**config.mk**
```make
export PLATFORM = sky130hd
export DESIGN_NAME = menu_navegacao
export DESIGN_NICKNAME = d
export VERILOG_FILES = /design/src/rtl/menu_navegacao.sv
export SDC_FILE = /design/constraint.sdc
export NUM_CORES = 1
export LEC_CHECK = 0
export BUFFER_PORTS_ARGS = -buffer_cell sky130_fd_sc_hd__buf_4
export CAP_MARGIN = 15
export CORE_MARGIN = 2
export CORE_UTILIZATION = 45
export DETAILED_ROUTE_END_ITERATION = 10
export GPL_ROUTABILITY_DRIVEN = 0
export PLACE_DENSITY_LB_ADDON = 0.2
export RECOVER_POWER = 50
export SLEW_MARGIN = 20
export SYNTH_ARGS = -nofsm -noshare
export SYNTH_HDL_FRONTEND = slang
export SYNTH_SLANG_ARGS = --single-unit
```
**constraint.sdc**
```tcl
create_clock -name clock_i -period 5.2 [get_ports clock_i]
set_input_delay 0.52 -clock clock_i [delete_from_list [all_inputs] [get_ports clock_i]]
set_output_delay 0.52 -clock clock_i [all_outputs]
set_load 0.1 [all_outputs]
```
**src/rtl/menu_navegacao.sv**
```systemverilog
`default_nettype none
// ============================================================================
// Module   : menu_navegacao
// Brief    : Menu responder for the FPGAudio control unit. Synchronises the
//            player buttons, moves a wrapped option cursor inside the menu
//            chosen by menu_sel, emits a one-cycle confirm pulse and latches
//            the mode / error / BPM / key / song selections.
// Revision : 1.0 - initial release
// ============================================================================
module menu_navegacao #(
  parameter int MODO      = 4,
  parameter int ERRO      = 3,
  parameter int N_BPM     = 4,
  parameter int N_TOM     = 12,
  parameter int N_MUSICAS = 16
) (
  input  logic            clock_i,
  input  logic            reset_ni,
  input  logic            inicia_menu_i,
  input  logic [2:0]      menu_sel_i,
  input  logic            registra_modo_i,
  input  logic            registra_bpm_i,
  input  logic            registra_tom_i,
  input  logic            registra_musicas_i,
  input  logic            botao_cima_i,
  input  logic            botao_baixo_i,
  input  logic            botao_enter_i,
  output logic            press_enter_o,
  output logic [3:0]      cursor_o,
  output logic [MODO-1:0] modos_o,
  output logic [ERRO-1:0] erros_o,
  output logic [1:0]      bpm_o,
  output logic [3:0]      tom_o,
  output logic [3:0]      musica_o,
  output logic [1:0]      db_estado_o
);

  typedef enum logic [1:0] {
    OCIOSO       = 2'd0,
    NAVEGA       = 2'd1,
    CONFIRMA     = 2'd2,
    ESPERA_SOLTA = 2'd3
  } estado_t;

  // Highest valid index of each menu (option count minus one).
  localparam logic [3:0] c_ult_modo    = 4'(MODO - 1);
  localparam logic [3:0] c_ult_erro    = 4'(ERRO - 1);
  localparam logic [3:0] c_ult_bpm     = 4'(N_BPM - 1);
  localparam logic [3:0] c_ult_tom     = 4'(N_TOM - 1);
  localparam logic [3:0] c_ult_musicas = 4'(N_MUSICAS - 1);

  // Button vectors are ordered {enter, baixo, cima}.
  logic [2:0] btn_raw;
  logic [2:0] sync1_q;
  logic [2:0] sync2_q;
  logic [2:0] sync3_q;
  logic [2:0] edge_q;
  logic [2:0] sel_q;

  estado_t    estado_q;
  logic [3:0] cursor_q;
  logic       press_q;

  logic [MODO-1:0] modos_q;
  logic [ERRO-1:0] erros_q;
  logic [1:0]      bpm_q;
  logic [3:0]      tom_q;
  logic [3:0]      musica_q;

  logic [3:0] ultimo_d;
  logic [3:0] cur_dec_d;
  logic [3:0] cur_inc_d;
  logic       sel_mudou;

  assign btn_raw   = {botao_enter_i, botao_baixo_i, botao_cima_i};
  assign sel_mudou = (menu_sel_i != sel_q);

  // Two-flop synchroniser, one extra stage for edge detection, registered pulse.
  always_ff @(posedge clock_i or negedge reset_ni) begin
    if (!reset_ni) begin
      sync1_q <= 3'b000;
      sync2_q <= 3'b000;
      sync3_q <= 3'b000;
      edge_q  <= 3'b000;
      sel_q   <= 3'b000;
    end else begin
      sync1_q <= btn_raw;
      sync2_q <= sync1_q;
      sync3_q <= sync2_q;
      edge_q  <= sync2_q & ~sync3_q;
      sel_q   <= menu_sel_i;
    end
  end

  // Wrap-around neighbours of the cursor inside the active menu.
  always_comb begin
    ultimo_d = c_ult_modo;
    if (menu_sel_i[2]) begin
      ultimo_d = c_ult_erro;
    end else begin
      case (menu_sel_i[1:0])
        2'b00:   ultimo_d = c_ult_modo;
        2'b01:   ultimo_d = c_ult_bpm;
        2'b10:   ultimo_d = c_ult_tom;
        default: ultimo_d = c_ult_musicas;
      endcase
    end
    cur_dec_d = (cursor_q == 4'd0)     ? ultimo_d : cursor_q - 4'd1;
    cur_inc_d = (cursor_q == ultimo_d) ? 4'd0     : cursor_q + 4'd1;
  end

  // Navigation FSM: cursor movement, confirm pulse and release wait.
  always_ff @(posedge clock_i or negedge reset_ni) begin
    if (!reset_ni) begin
      estado_q <= OCIOSO;
      cursor_q <= 4'd0;
      press_q  <= 1'b0;
    end else begin
      press_q <= 1'b0;
      if (inicia_menu_i) begin
        estado_q <= NAVEGA;
        cursor_q <= 4'd0;
      end else begin
        case (estado_q)
          OCIOSO: begin
            estado_q <= OCIOSO;
          end
          NAVEGA: begin
            if (edge_q[2]) begin
              estado_q <= CONFIRMA;
              press_q  <= 1'b1;
            end else if (edge_q[0] && !edge_q[1]) begin
              cursor_q <= cur_dec_d;
            end else if (edge_q[1] && !edge_q[0]) begin
              cursor_q <= cur_inc_d;
            end
          end
          CONFIRMA: begin
            estado_q <= ESPERA_SOLTA;
            cursor_q <= 4'd0;
          end
          default: begin
            if (!sync2_q[2]) begin
              estado_q <= NAVEGA;
            end
          end
        endcase
        // A menu switch zeroes the cursor so it never exceeds a smaller menu.
        if (estado_q != OCIOSO && sel_mudou) begin
          cursor_q <= 4'd0;
        end
      end
    end
  end

  // Selection latches; frozen while confirming so values are stable on press.
  always_ff @(posedge clock_i or negedge reset_ni) begin
    if (!reset_ni) begin
      modos_q  <= '0;
      erros_q  <= '0;
      bpm_q    <= 2'd0;
      tom_q    <= 4'd0;
      musica_q <= 4'd0;
    end else if (estado_q == OCIOSO || estado_q == NAVEGA) begin
      if (registra_modo_i) begin
        modos_q <= MODO'(1) << cursor_q;
      end
      if (registra_bpm_i) begin
        bpm_q <= cursor_q[1:0];
      end
      if (registra_tom_i) begin
        tom_q <= cursor_q;
      end
      if (registra_musicas_i) begin
        musica_q <= cursor_q;
      end
      if (estado_q == NAVEGA && menu_sel_i[2]) begin
        erros_q <= ERRO'(1) << cursor_q;
      end
    end
  end

  assign press_enter_o = press_q;
  assign cursor_o      = cursor_q;
  assign modos_o       = modos_q;
  assign erros_o       = erros_q;
  assign bpm_o         = bpm_q;
  assign tom_o         = tom_q;
  assign musica_o      = musica_q;
  assign db_estado_o   = estado_q;

endmodule
`default_nettype wire

```
==> results of run 1 <==
cell type report:
cell class,count,area [sq um]
multi-input combinational,108,703
timing repair buffer,36,255
sequential,39,976
clock inverter,3,20.0
inverter,6,22.5
fill,338,1560
clock buffer,5,68.8
tap,48,60.1
worst register-to-register path, delay by kind of cell, from the launching register on:
| family | cells | cell delay [ns] |
|---|---|---|
| flops | 1 | 0.63 |
| compound gates | 4 | 0.57 |
| simple gates | 1 | 0.32 |
| fa+ha+maj | 1 | 0.30 |
| buf+inv | 1 | 0.21 |
through the flow:
| step | std cells | instance area, sq um | total power [uW] | hold WS (ns) |
|---|---|---|---|---|
| after floorplan | 157 | 1720 | 777 | 0.224 |
| after global placement | 237 | 2030 | 886 | 0.333 |
| after detailed placement | 237 | 2030 | 896 | 0.335 |
| after CTS | 245 | 2120 | 1090 | 0.201 |
| after global routing | 245 | 2110 | 1150 | 0.341 |
| final | 245 | 2110 | 1090 | 0.350 |
metal layers:
metal  vias up  global-route usage [%]  wire length, microns
met1       608                    22.5                  1580
met3         2                    4.26                   160
li1        622                       -                     -
met4         0                    3.13                    16
met5         -                       0                     0
met2        37                    29.3                  1610
how the worst min path moves through the flow:
stage / startpoint / slack, ns / to / cells after the start
finish: sync1_q[2] / 0.35 / sync2_q[2] / 0
global route: botao_enter_i / 0.34 / sync1_q[2] / 1
CTS: reset_ni / 0.20 / edge_q[2] / 1
detailed placement: sync1_q[2] / 0.33 / sync2_q[2] / 0
global placement: sync1_q[2] / 0.33 / sync2_q[2] / 0
floorplan: reset_ni / 0.22 / bpm_o[0] / 0
report_power, final:
group	internal, uW	switching [uW]	total, uW
Combinational	114	395	509
Sequential	344	32.9	376
Clock	93.2	106	200
Total	551	534	1090
cells by family (layout without fill, tap and decap cells):
family / Yosys count / count (layout)
adders and majority gates: 6 / 6
muxes: 4 / 4
buffers and inverters: 10 / 50
DFF: 39 / 39
and+or+nand+nor: 52 / 52
xor gates and xnor gates: 6 / 6
AOI/OAI and AO/OA: 40 / 40
cells in the mapped netlist (all sizes together) (2+ instances only):
cell,count
a21oi,2
a211o,2
nand3,2
xnor2,3
inv,6
o31ai,3
nor2b,4
nand2b,4
nor3,4
clkbuf,3
xor2,3
dfrtp,39
nor2,5
o21ai,23
mux2,3
nand2,26
ha,6
flip-flops by register name (all words and copies together) (netlist names):
name	count
tom_o	4
sync3_q	3
sync1_q	3
musica_o	4
bpm_o	2
sel_q	3
edge_q	3
sync2_q	3
db_estado_o	2
cursor_o	4
press_enter_o	1
erros_o	3
modos_o	4
==> metrics.csv, run 1 <==
stage;metric;value;unit
status;status;finished with violations;
status;violated checks;capacitance limit, slew limit;
critical_path;Worst Reg-to-Reg Cells;7;
floorplan;die width;65.8;microns
cts;post-CTS sizing;0;
synthesis;Synth top area share;56.8;%
critical_path;R2R Setup Slk;3.08;ns
critical_path;worst reg2reg path startpoint;cursor_o[0];
synthesis;Post-Synthesis Cells;157;
cts;hold buffers post-CTS;0;
global_routing;GR Util All Layers;17.2;%
critical_path;Critical Path RT;5.40;ns
detailed_routing;drt wl/cell;13.7;microns
cells_and_area;most common cell after layout, fill and taps aside;dfrtp_1;
cts;CTS tree;done;
critical_path;CP endpoint;cursor_o[3];
sta;min cycle time layout;2.12;ns
sta;final setup margin;3.08;ns
floorplan;Starting Density;46.9;%
critical_path;slowest CP cell;dfrtp_1;
cells_and_area;Ant. Diodes;0;
synthesis;largest family of logic cells by synthesized area;compound AO/OA/AOI/OAI gates;
synthesis;Yosys top cell by area;dfrtp_1;
critical_path;crit path kind;flip-flop to flip-flop;
sta;Hold Fails Final Rpt;0;
placement;Port-buffer cells;36;
cells_and_area;Nets;215;
global_routing;initial antenna violation count;0;
sta;Max transition margin;-33.3;%
synthesis;simple-gate share of the synthesized area;14.9;%
synthesis;Synth cell types;37;
cts;Worst-path clk slew;0.08;ns
global_routing;number of global-route vias before repair;1234;
sta;Setup Skew;0.00461;ns
critical_path;crit start category;flip-flop;
flow_run;maxcap violations;1;
placement;Detailed Place HPWL;2.47;mm
detailed_routing;Initial DRC Count;42;
sta;crit share post-route;40.7;%
critical_path;Stages on worst setup path;7;
cells_and_area;layout cells sized above 1;24.9;%
power;PwrDens;515;mW/mm^2
floorplan;core area;0.00366;sq mm
floorplan;Die ar.;0.00433;sq mm
synthesis;Mapped Area;0.00172;sq mm
critical_path;critical path cell sequence;inv_1 > ha_1 > or3_1 > a21oi_1 > o311ai_0 > o31a_1 > o21ai_0;
cells_and_area;fin util;57.5;%
detailed_routing;First-pass DRT Iterations;4;
cts;number of CTS-inserted buffers;5;
cts;clk root buf;clkbuf_8;
cts;clk sink count;39;
synthesis;Synth Area in Compound Gates;16.1;%
sta;maximum clock frequency;0.473;GHz
placement;Place WS;3.13;ns
synthesis;Synth async-reset ratio;100;%
sta;Max Slew Vio Count;40;
cts;Clk Latency, worst-skew pair;0.29;ns
critical_path;critical path's top delay family;flip-flops;
detailed_routing;vias per inst;5.18;
sta;Final TNS setup;0;ns
synthesis;Post-synth EDFFs;0;
synthesis;post-synthesis mux area share;2.55;%
cells_and_area;area delta synth->final;22.6;%
synthesis;XOR/XNOR Fraction of Synth Area;3.06;%
synthesis;Syn Nets;176;
cts;htree depth;2;
global_routing;first-pass GRT wire length;5.69;mm
synthesis;Seq cells post-synth;39;
sta;Worst-Margin Slew;2.00;ns
critical_path;slowest cell delay on critical path;0.63;ns
detailed_routing;Post-Route WL;3.36;mm
critical_path;CP bufs+invs;1;
power;worst vdd ir;0.217;mV
critical_path;Reg-to-Reg End;cursor_o[3];
synthesis;top post-synthesis cells by area;dfrtp_1, o21ai_0, nand2_1, ha_1, mux2_2;
cts;postcts setup bufs;0;
detailed_routing;Final ANT Viol Nets;0;
synthesis;Avg Cell Area, Syn;10.9;sq um
global_routing;largest net degree at the start of global routing;40;
power;LEAKAGE;0.00101;uW
floorplan;Core Rows;22;
sta;final setup violating endpoints;0;
critical_path;CP endpoint kind;flip-flop;
critical_path;crit-path max FO;13;
synthesis;Synth warnings;0;
detailed_routing;DRC Markers;0;
synthesis;Synth Flop Type;dfrtp_1;
floorplan;chip height;65.8;microns
sta;RSZ-0062 raised after global routing;no;
floorplan;I/O pin count;37;
critical_path;crit path DAT;2.31;ns
critical_path;Critical Path Source;cursor_o[0];
global_routing;GRT overflow;0;
cts;CTS Buffer Depth;2;
synthesis;Post-Synth Adder-Cell Area;4.37;%
synthesis;post-synthesis sequential area ratio;56.8;%
detailed_routing;vias;1269;
hold_path;Hold WC Path Type;flip-flop to flip-flop;
cells_and_area;most frequent cells in the layout;dfrtp_1, buf_4, nand2_1;
No activity file was read; power rests on OpenSTA's default activity.
==> run 2, diff against run 1 <==
--- a/config.mk
+++ b/config.mk
@@ -5,6 +5,7 @@
 export SDC_FILE = /design/constraint.sdc
 export NUM_CORES = 1
 export LEC_CHECK = 0
+export ABC_AREA = 1
 export BUFFER_PORTS_ARGS = -buffer_cell sky130_fd_sc_hd__buf_4
 export CAP_MARGIN = 15
 export CORE_MARGIN = 2
==> constraint.sdc (replaced) <==
create_clock -name clock_i -period 2.1 [get_ports clock_i]
set_input_delay 0.21 -clock clock_i [delete_from_list [all_inputs] [get_ports clock_i]]
set_output_delay 0.21 -clock clock_i [all_outputs]
set_load 0.1 [all_outputs]
==> run 2 against run 1 <==
Against the previous run:
- the run now ends clean
- wire length increased by 1.7%
- first-iteration DRC count rose by 120%
- via count grew 12%
- combinational power grew to 2.5 times the previous value
- critical path depth did not move
- clock power increased by 140%
- synthesized cell count rose by 32%
==> metrics.csv, run 2 <==
stage;metric;value;unit;change
placement;Place WS;0.560;ns;was 3.13 ns
critical_path;CP endpoint kind;flip-flop;;unchanged
floorplan;Core Rows;22;;unchanged
critical_path;crit-path max FO;8;;was 13
floorplan;Starting Density;48.0;%;was 46.9%
critical_path;Critical Path RT;2.30;ns;was 5.40 ns
detailed_routing;DRC Markers;0;;unchanged
power;LEAKAGE;0.00121;uW;was 0.00101 uW
synthesis;top-count cell post-synth;nand2_1;;was dfrtp_1
global_routing;busiest layer in global routing;met2;;unchanged
sta;RSZ-0062 raised after global routing;no;;unchanged
cts;Worst-path clk slew;0.07;ns;was 0.08 ns
synthesis;Post-synth top cells;nand2_1, dfrtp_1, inv_1;;was dfrtp_1, nand2_1, o21ai_0
global_routing;GRT overflow;0;;unchanged
cts;CTS tree;done;;unchanged
hold_path;hold_sp;botao_baixo_i;;was sync1_q[2]
global_routing;largest net degree at the start of global routing;40;;unchanged
synthesis;Synth cell types;23;;was 37
critical_path;R2R Setup Slk;0.53;ns;was 3.08 ns
floorplan;die width;67.2;microns;was 65.8 microns
sta;Hold Worst Slack;0.0476;ns;was 0.350 ns
synthesis;Mapped Area;0.00180;sq mm;was 0.00172 sq mm
critical_path;Reg-to-Reg End;tom_o[1];;was cursor_o[3]
detailed_routing;vias;1420;;was 1269
synthesis;Syn Nets;226;;was 176
detailed_routing;First-pass DRT Iterations;4;;unchanged
synthesis;Post-synth EDFFs;0;;unchanged
synthesis;Synth async-reset ratio;100;%;unchanged
cells_and_area;Ant. Diodes;0;;unchanged
status;status;finished, final reports clean;;was finished with violations
critical_path;critical path cell sequence;inv_1 > ha_1 > nor2_1 > inv_1 > nand2_1 > nand2_1 > o21ai_0;;was inv_1 > ha_1 > or3_1 > a21oi_1 > o311ai_0 > o31a_1 > o21ai_0
synthesis;Synth warnings;0;;unchanged
cts;post-CTS sizing;0;;unchanged
cts;clk sink count;39;;unchanged
flow_run;maxcap violations;0;;was 1
hold_path;hold path depth;1;;was 0
sta;Setup Skew;0.00592;ns;was 0.00461 ns
floorplan;chip height;67.2;microns;was 65.8 microns
cts;CTS Buffer Depth;2;;unchanged
cells_and_area;area delta synth->final;22.3;%;was 22.6%
hold_path;Hold Path End;sync1_q[1];;was sync2_q[2]
global_routing;M2 GR Usage;29.1;%;was 29.3%
critical_path;crit path DAT;1.77;ns;was 2.31 ns
cells_and_area;most frequent cells in the layout;nand2_1, dfrtp_1, buf_4;;was dfrtp_1, buf_4, nand2_1
cts;Clk Latency, worst-skew pair;0.29;ns;about the same
sta;min cycle time layout;1.57;ns;was 2.12 ns
critical_path;worst reg2reg path startpoint;db_estado_o[1];;was cursor_o[0]
sta;maximum clock frequency;0.637;GHz;was 0.473 GHz
sta;crit share post-route;74.7;%;was 40.7%
power;worst vdd ir;0.655;mV;was 0.217 mV
cells_and_area;most common cell after layout, fill and taps aside;nand2_1;;was dfrtp_1
cts;number of CTS-inserted buffers;5;;unchanged
placement;Port-buffer cells;36;;unchanged
power;PwrDens;1220;mW/mm^2;was 515 mW/mm^2
sta;Max transition margin;35.8;%;was -33.3%
global_routing;GR Util All Layers;18.2;%;was 17.2%
floorplan;Die ar.;0.00451;sq mm;was 0.00433 sq mm
synthesis;post-synthesis sequential area ratio;54.3;%;was 56.8%
sta;Hold Fails Final Rpt;0;;unchanged
cells_and_area;Nets;270;;was 215
synthesis;Yosys top cell by area;dfrtp_1;;unchanged
critical_path;crit start category;flip-flop;;unchanged
detailed_routing;Post-Route WL;3.42;mm;was 3.36 mm
detailed_routing;drt wl/cell;11.4;microns;was 13.7 microns
global_routing;met1 usage;24.1;%;was 22.5%
cells_and_area;layout cells sized above 1;22.2;%;was 24.9%
cts;htree depth;2;;unchanged
sta;Final TNS setup;0;ns;unchanged
sta;Worst-Margin Slew;0.964;ns;was 2.00 ns
detailed_routing;vias per inst;4.73;;was 5.18
sta;final setup violating endpoints;0;;unchanged
synthesis;Avg Cell Area, Syn;8.68;sq um;was 10.9 sq um
detailed_routing;Final ANT Viol Nets;0;;unchanged
global_routing;first-pass GRT wire length;6.14;mm;was 5.69 mm
global_routing;grt met3 use;6.17;%;was 4.26%
critical_path;slowest CP cell;dfrtp_1;;unchanged
synthesis;Post-Synthesis Cells;207;;was 157
cts;clk root buf;clkbuf_8;;unchanged
synthesis;Seq cells post-synth;39;;unchanged
synthesis;Synth top area share;54.3;%;was 56.8%
floorplan;I/O pin count;37;;unchanged
synthesis;Synth Flop Type;dfrtp_1;;unchanged
global_routing;number of global-route vias before repair;1383;;was 1234
floorplan;core area;0.00374;sq mm;was 0.00366 sq mm
global_routing;initial antenna violation count;0;;unchanged
sta;final setup margin;0.531;ns;was 3.08 ns
sta;Max Slew Vio Count;0;;was 40
critical_path;Worst Reg-to-Reg Cells;7;;unchanged
cells_and_area;fillers;385;;was 338
placement;Detailed Place HPWL;2.55;mm;was 2.47 mm
synthesis;top post-synthesis cells by area;dfrtp_1, nand2_1, inv_1, ha_1, nor2_1;;was dfrtp_1, o21ai_0, nand2_1, ha_1, mux2_2
critical_path;slowest cell delay on critical path;0.42;ns;was 0.63 ns
detailed_routing;Initial DRC Count;91;;was 42
critical_path;crit path kind;flip-flop to flip-flop;;unchanged
hold_path;Hold WC Path Type;input pin to flip-flop;;was flip-flop to flip-flop
==> run 2: area by class of cell <==
cell class	count	area (sq um)	area share, %
inverter	27	101	4.61
clock inverter	1	5.00	0.228
clock buffer	7	76.3	3.47
sequential	39	976	44.4
tap	48	60.1	2.73
timing repair buffer	39	282	12.8
multi-input combinational	139	697	31.7
==> run 2: per-layer routing <==
metal	vias up	wire length (microns)
li1	729	-
met3	4	158
met1	654	1600
met4	0	31
met2	33	1630
met5	-	0
==> run 2: timing repair <==
action / CTS / global route
setup buffers: 0 / 0
hold endpoints to repair: 39 / 0
hold buffers: 1 / 0
==> run 2: how the worst max path moves through the flow <==
stage | startpoint | to | slack [ns] | cells past startpoint
floorplan | cursor_o[1] | cursor_o[3] | 0.02 | 10
global placement | db_estado_o[1] | tom_o[1] | 0.62 | 6
detailed placement | db_estado_o[1] | tom_o[1] | 0.56 | 6
CTS | db_estado_o[1] | tom_o[1] | 0.54 | 6
global route | db_estado_o[1] | musica_o[2] | 0.34 | 7
finish | db_estado_o[1] | tom_o[1] | 0.53 | 7
==> run 2: per-stage QoR <==
stage          instance area (sq um)  total power (uW)  util, %  cells
2_1_floorplan                   1800              1930        -    207
5_1_grt                         2200              2850     58.7    300
4_1_cts                         2210              2700     59.1    300
6_report                        2200              2680     58.7    300
3_5_place_dp                    2120              2220     56.6    291
3_3_place_gp                    2120              2210     56.6    291
==> run 2: cells by family (layout without fill, tap and decap cells) <==
group	Yosys count	count (layout)	synth area share [%]
buffers and inverters	29	74	6.89
xor gates and xnor gates	3	3	1.46
AOI/OAI and AO/OA	19	19	5.71
and+or+nand+nor	108	108	25.6
muxes	3	3	1.88
adders and majority gates	6	6	4.18
DFF	39	39	54.3
==> run 2: power by group <==
| group | switching (uW) | total (uW) | internal [uW] |
|---|---|---|---|
| clock network | 248 | 481 | 233 |
| registers | 65.2 | 916 | 851 |
| logic | 1000 | 1280 | 281 |
==> run 2: critical path, delay by kind of cell (launching register included) <==
kind	cells	cell delay, ns
adder cells (fa/ha/maj)	1	0.24
AND/OR/NAND/NOR	3	0.53
AO/OA/AOI/OAI	1	0.08
buffers and inverters	2	0.23
flip-flops	1	0.42
==> run 3, diff against run 2 <==
==> constraint.sdc (replaced) <==
create_clock -name clock_i -period 1.45 [get_ports clock_i]
set_input_delay 0.145 -clock clock_i [delete_from_list [all_inputs] [get_ports clock_i]]
set_output_delay 0.145 -clock clock_i [all_outputs]
set_load 0.1 [all_outputs]
==> run 3 against run 2 <==
Against the previous run:
- clock skew grew 0.0019 ns
- worst hold slack gained 0.0091 ns
- wire length grew 13%
- via count grew 4.2%
- combinational power grew 73%
- largest power group unchanged
- critical endpoint is now cursor_o[2]
- first-iteration DRC count shrank 43%
- sequential power grew 50%
- clock-buffer cell count shrank 1
- critical path depth grew 2
- highest routed layer unchanged
- core utilization grew 7.1 points
==> metrics.csv, run 3 (synthesized netlist as in run 2, its figures left out) <==
stage;metric;value;unit;change
cts;Clk Latency, worst-skew pair;0.30;ns;was 0.29 ns
sta;maximum clock frequency;0.699;GHz;was 0.637 GHz
status;status;finished, final reports clean;;unchanged
global_routing;GR Util All Layers;19.5;%;was 18.2%
sta;Worst-Margin Slew;0.949;ns;was 0.964 ns
cts;clk sink count;39;;unchanged
placement;Detailed Place HPWL;2.68;mm;was 2.55 mm
hold_path;Hold WC Path Type;input pin to flip-flop;;unchanged
critical_path;critical path cell sequence;ha_4 > nand2_2 > and2_4 > nand2_2 > nor2_2 > nand2_2 > nor2_1 > nand2_1 > nand2_1;;was inv_1 > ha_1 > nor2_1 > inv_1 > nand2_1 > nand2_1 > o21ai_0
cells_and_area;post-route cell area;0.00246;sq mm;was 0.00220 sq mm
detailed_routing;drt wl/cell;12.4;microns;was 11.4 microns
cells_and_area;fin util;65.8;%;was 58.7%
detailed_routing;vias;1480;;was 1420
global_routing;initial antenna violation count;0;;unchanged
floorplan;Die ar.;0.00451;sq mm;unchanged
cts;CTS tree;done;;unchanged
detailed_routing;vias per inst;4.74;;was 4.73
global_routing;number of global-route vias before repair;1460;;was 1383
detailed_routing;DRC Markers;0;;unchanged
detailed_routing;Post-Route WL;3.86;mm;was 3.42 mm
global_routing;largest net degree at the start of global routing;40;;unchanged
floorplan;I/O pin count;37;;unchanged
critical_path;slowest CP cell;dfrtp_4;;was dfrtp_1
cells_and_area;Ant. Diodes;0;;unchanged
placement;placed inst area;0.00222;sq mm;was 0.00212 sq mm
cells_and_area;area delta synth->final;37.1;%;was 22.3%
power;worst vdd ir;1.39;mV;was 0.655 mV
sta;final setup violating endpoints;0;;unchanged
power;PwrDens;1840;mW/mm^2;was 1220 mW/mm^2
power;LEAKAGE;0.00129;uW;was 0.00121 uW
critical_path;slowest cell delay on critical path;0.52;ns;was 0.42 ns
floorplan;Starting Density;48.0;%;unchanged
critical_path;crit path kind;flip-flop to flip-flop;;unchanged
placement;Port-buffer cells;36;;unchanged
sta;Max transition margin;36.8;%;was 35.8%
cells_and_area;Nets;282;;was 270
power;total power draw;4530;uW;was 2680 uW
cells_and_area;layout cells sized above 1;34.8;%;was 22.2%
sta;crit share post-route;98.6;%;was 74.7%
cts;CTS Buffer Depth;2;;unchanged
critical_path;crit path DAT;1.66;ns;was 1.77 ns
critical_path;CP endpoint kind;flip-flop;;unchanged
cts;htree depth;2;;unchanged
sta;Hold Fails Final Rpt;0;;unchanged
critical_path;Critical Path RT;1.68;ns;was 2.30 ns
cells_and_area;most frequent cells in the layout;nand2_1, buf_4, dfrtp_1;;was nand2_1, dfrtp_1, buf_4
global_routing;GRT overflow;0;;unchanged
floorplan;chip height;67.2;microns;unchanged
sta;RSZ-0062 raised after global routing;yes;;was no
cells_and_area;most common cell after layout, fill and taps aside;nand2_1;;unchanged
cts;clk root buf;clkbuf_8;;unchanged
detailed_routing;Initial DRC Count;52;;was 91
sta;min cycle time layout;1.43;ns;was 1.57 ns
sta;Max Slew Vio Count;0;;unchanged
cts;number of CTS-inserted buffers;5;;unchanged
detailed_routing;First-pass DRT Iterations;4;;unchanged
floorplan;Core Rows;22;;unchanged
critical_path;most frequent CP cell;nand2_2;;
flow_run;maxcap violations;0;;unchanged
critical_path;crit start category;flip-flop;;unchanged
sta;Final TNS setup;0;ns;unchanged
detailed_routing;Final ANT Viol Nets;0;;unchanged
global_routing;first-pass GRT wire length;6.44;mm;was 6.14 mm
sta;Setup Skew;0.00784;ns;was 0.00592 ns
critical_path;crit-path max FO;4;;was 8
floorplan;die width;67.2;microns;unchanged
floorplan;core area;0.00374;sq mm;unchanged
cts;Worst-path clk slew;0.08;ns;was 0.07 ns
==> run 3: changes by cell type in the layout (fill, tap and decap cells not counted), moves of 3 or more <==
cell	change
clkbuf_1	-4
nand2_1	-4
nand2_2	+4
nor2_1	-5
nor2_2	+3
dfrtp_4	+4
buf_4	+9
dlygate4sd3_1	+5
inv_1	-4
inv_4	+3
dfrtp_1	-6
mux2_4	+3
==> run 3: area by class of cell <==
class / instances / area, sq um
inverter: 27 / 109
clock inverter: 2 / 38.8
multi-input combinational: 139 / 788
fill: 316 / 1280
sequential: 39 / 993
tap: 48 / 60.1
timing repair buffer: 51 / 392
clock buffer: 6 / 82.6
==> run 3: layer usage <==
metal	global-route usage, %	up-vias	wire, microns
li1	-	756	-
met4	8.16	0	64
met3	5.83	7	173
met1	23.4	686	1660
met5	0	-	0
met2	32.7	31	1960
==> run 3: path summary, 6_finish.rpt <==
| kind | from | end | cells past startpoint | slack (ns) |
|---|---|---|---|---|
| worst max-delay path | db_estado_o[0] | cursor_o[2] | 9 | 0.02 |
| worst min-delay path | inicia_menu_i | press_enter_o | 2 | 0.06 |
| worst max register to register | db_estado_o[0] | cursor_o[2] | 9 | 0.02 |
| worst min register to register | sync1_q[2] | sync2_q[2] | 0 | 0.36 |
| max in group asynchronous | reset_ni | db_estado_o[0] | 2 | 0.24 |
| min in group asynchronous | reset_ni | cursor_o[1] | 2 | 0.53 |
==> run 3: power breakdown <==
group / leakage [uW] / switching (uW) / internal, uW
Clock: 0.0000618 / 390 / 566
Sequential: 0.000491 / 116 / 1250
Combinational: 0.000741 / 1580 / 621
==> run 3: what timing repair did <==
| action | in CTS | in global routing |
|---|---|---|
| resized for setup | 1 | 11 |
| endpoints found under the setup margin | 3 | 17 |
| setup buffers | 2 | 2 |
| hold buffers | 6 | 0 |
| pin swaps | 6 | 5 |
| endpoints found under the hold margin | 44 | 0 |
==> run 3: critical path: cells and delay by family, from the launching register on <==
family                   cells  cell delay [ns]
AND/OR/NAND/NOR              8             0.64
adder cells (fa/ha/maj)      1             0.20
flip-flops                   1             0.52
==> run 3: stage by stage <==
step / worst slack (ns) / std cells / hold slack [ns]
floorplan: -0.123 / 207 / -0.151
global placement: 0.0147 / 294 / 0.144
detailed placement: -0.00667 / 294 / 0.145
CTS: -0.00813 / 310 / 0.0300
global route: -0.0759 / 312 / 0.0540
finish: 0.0199 / 312 / 0.0567
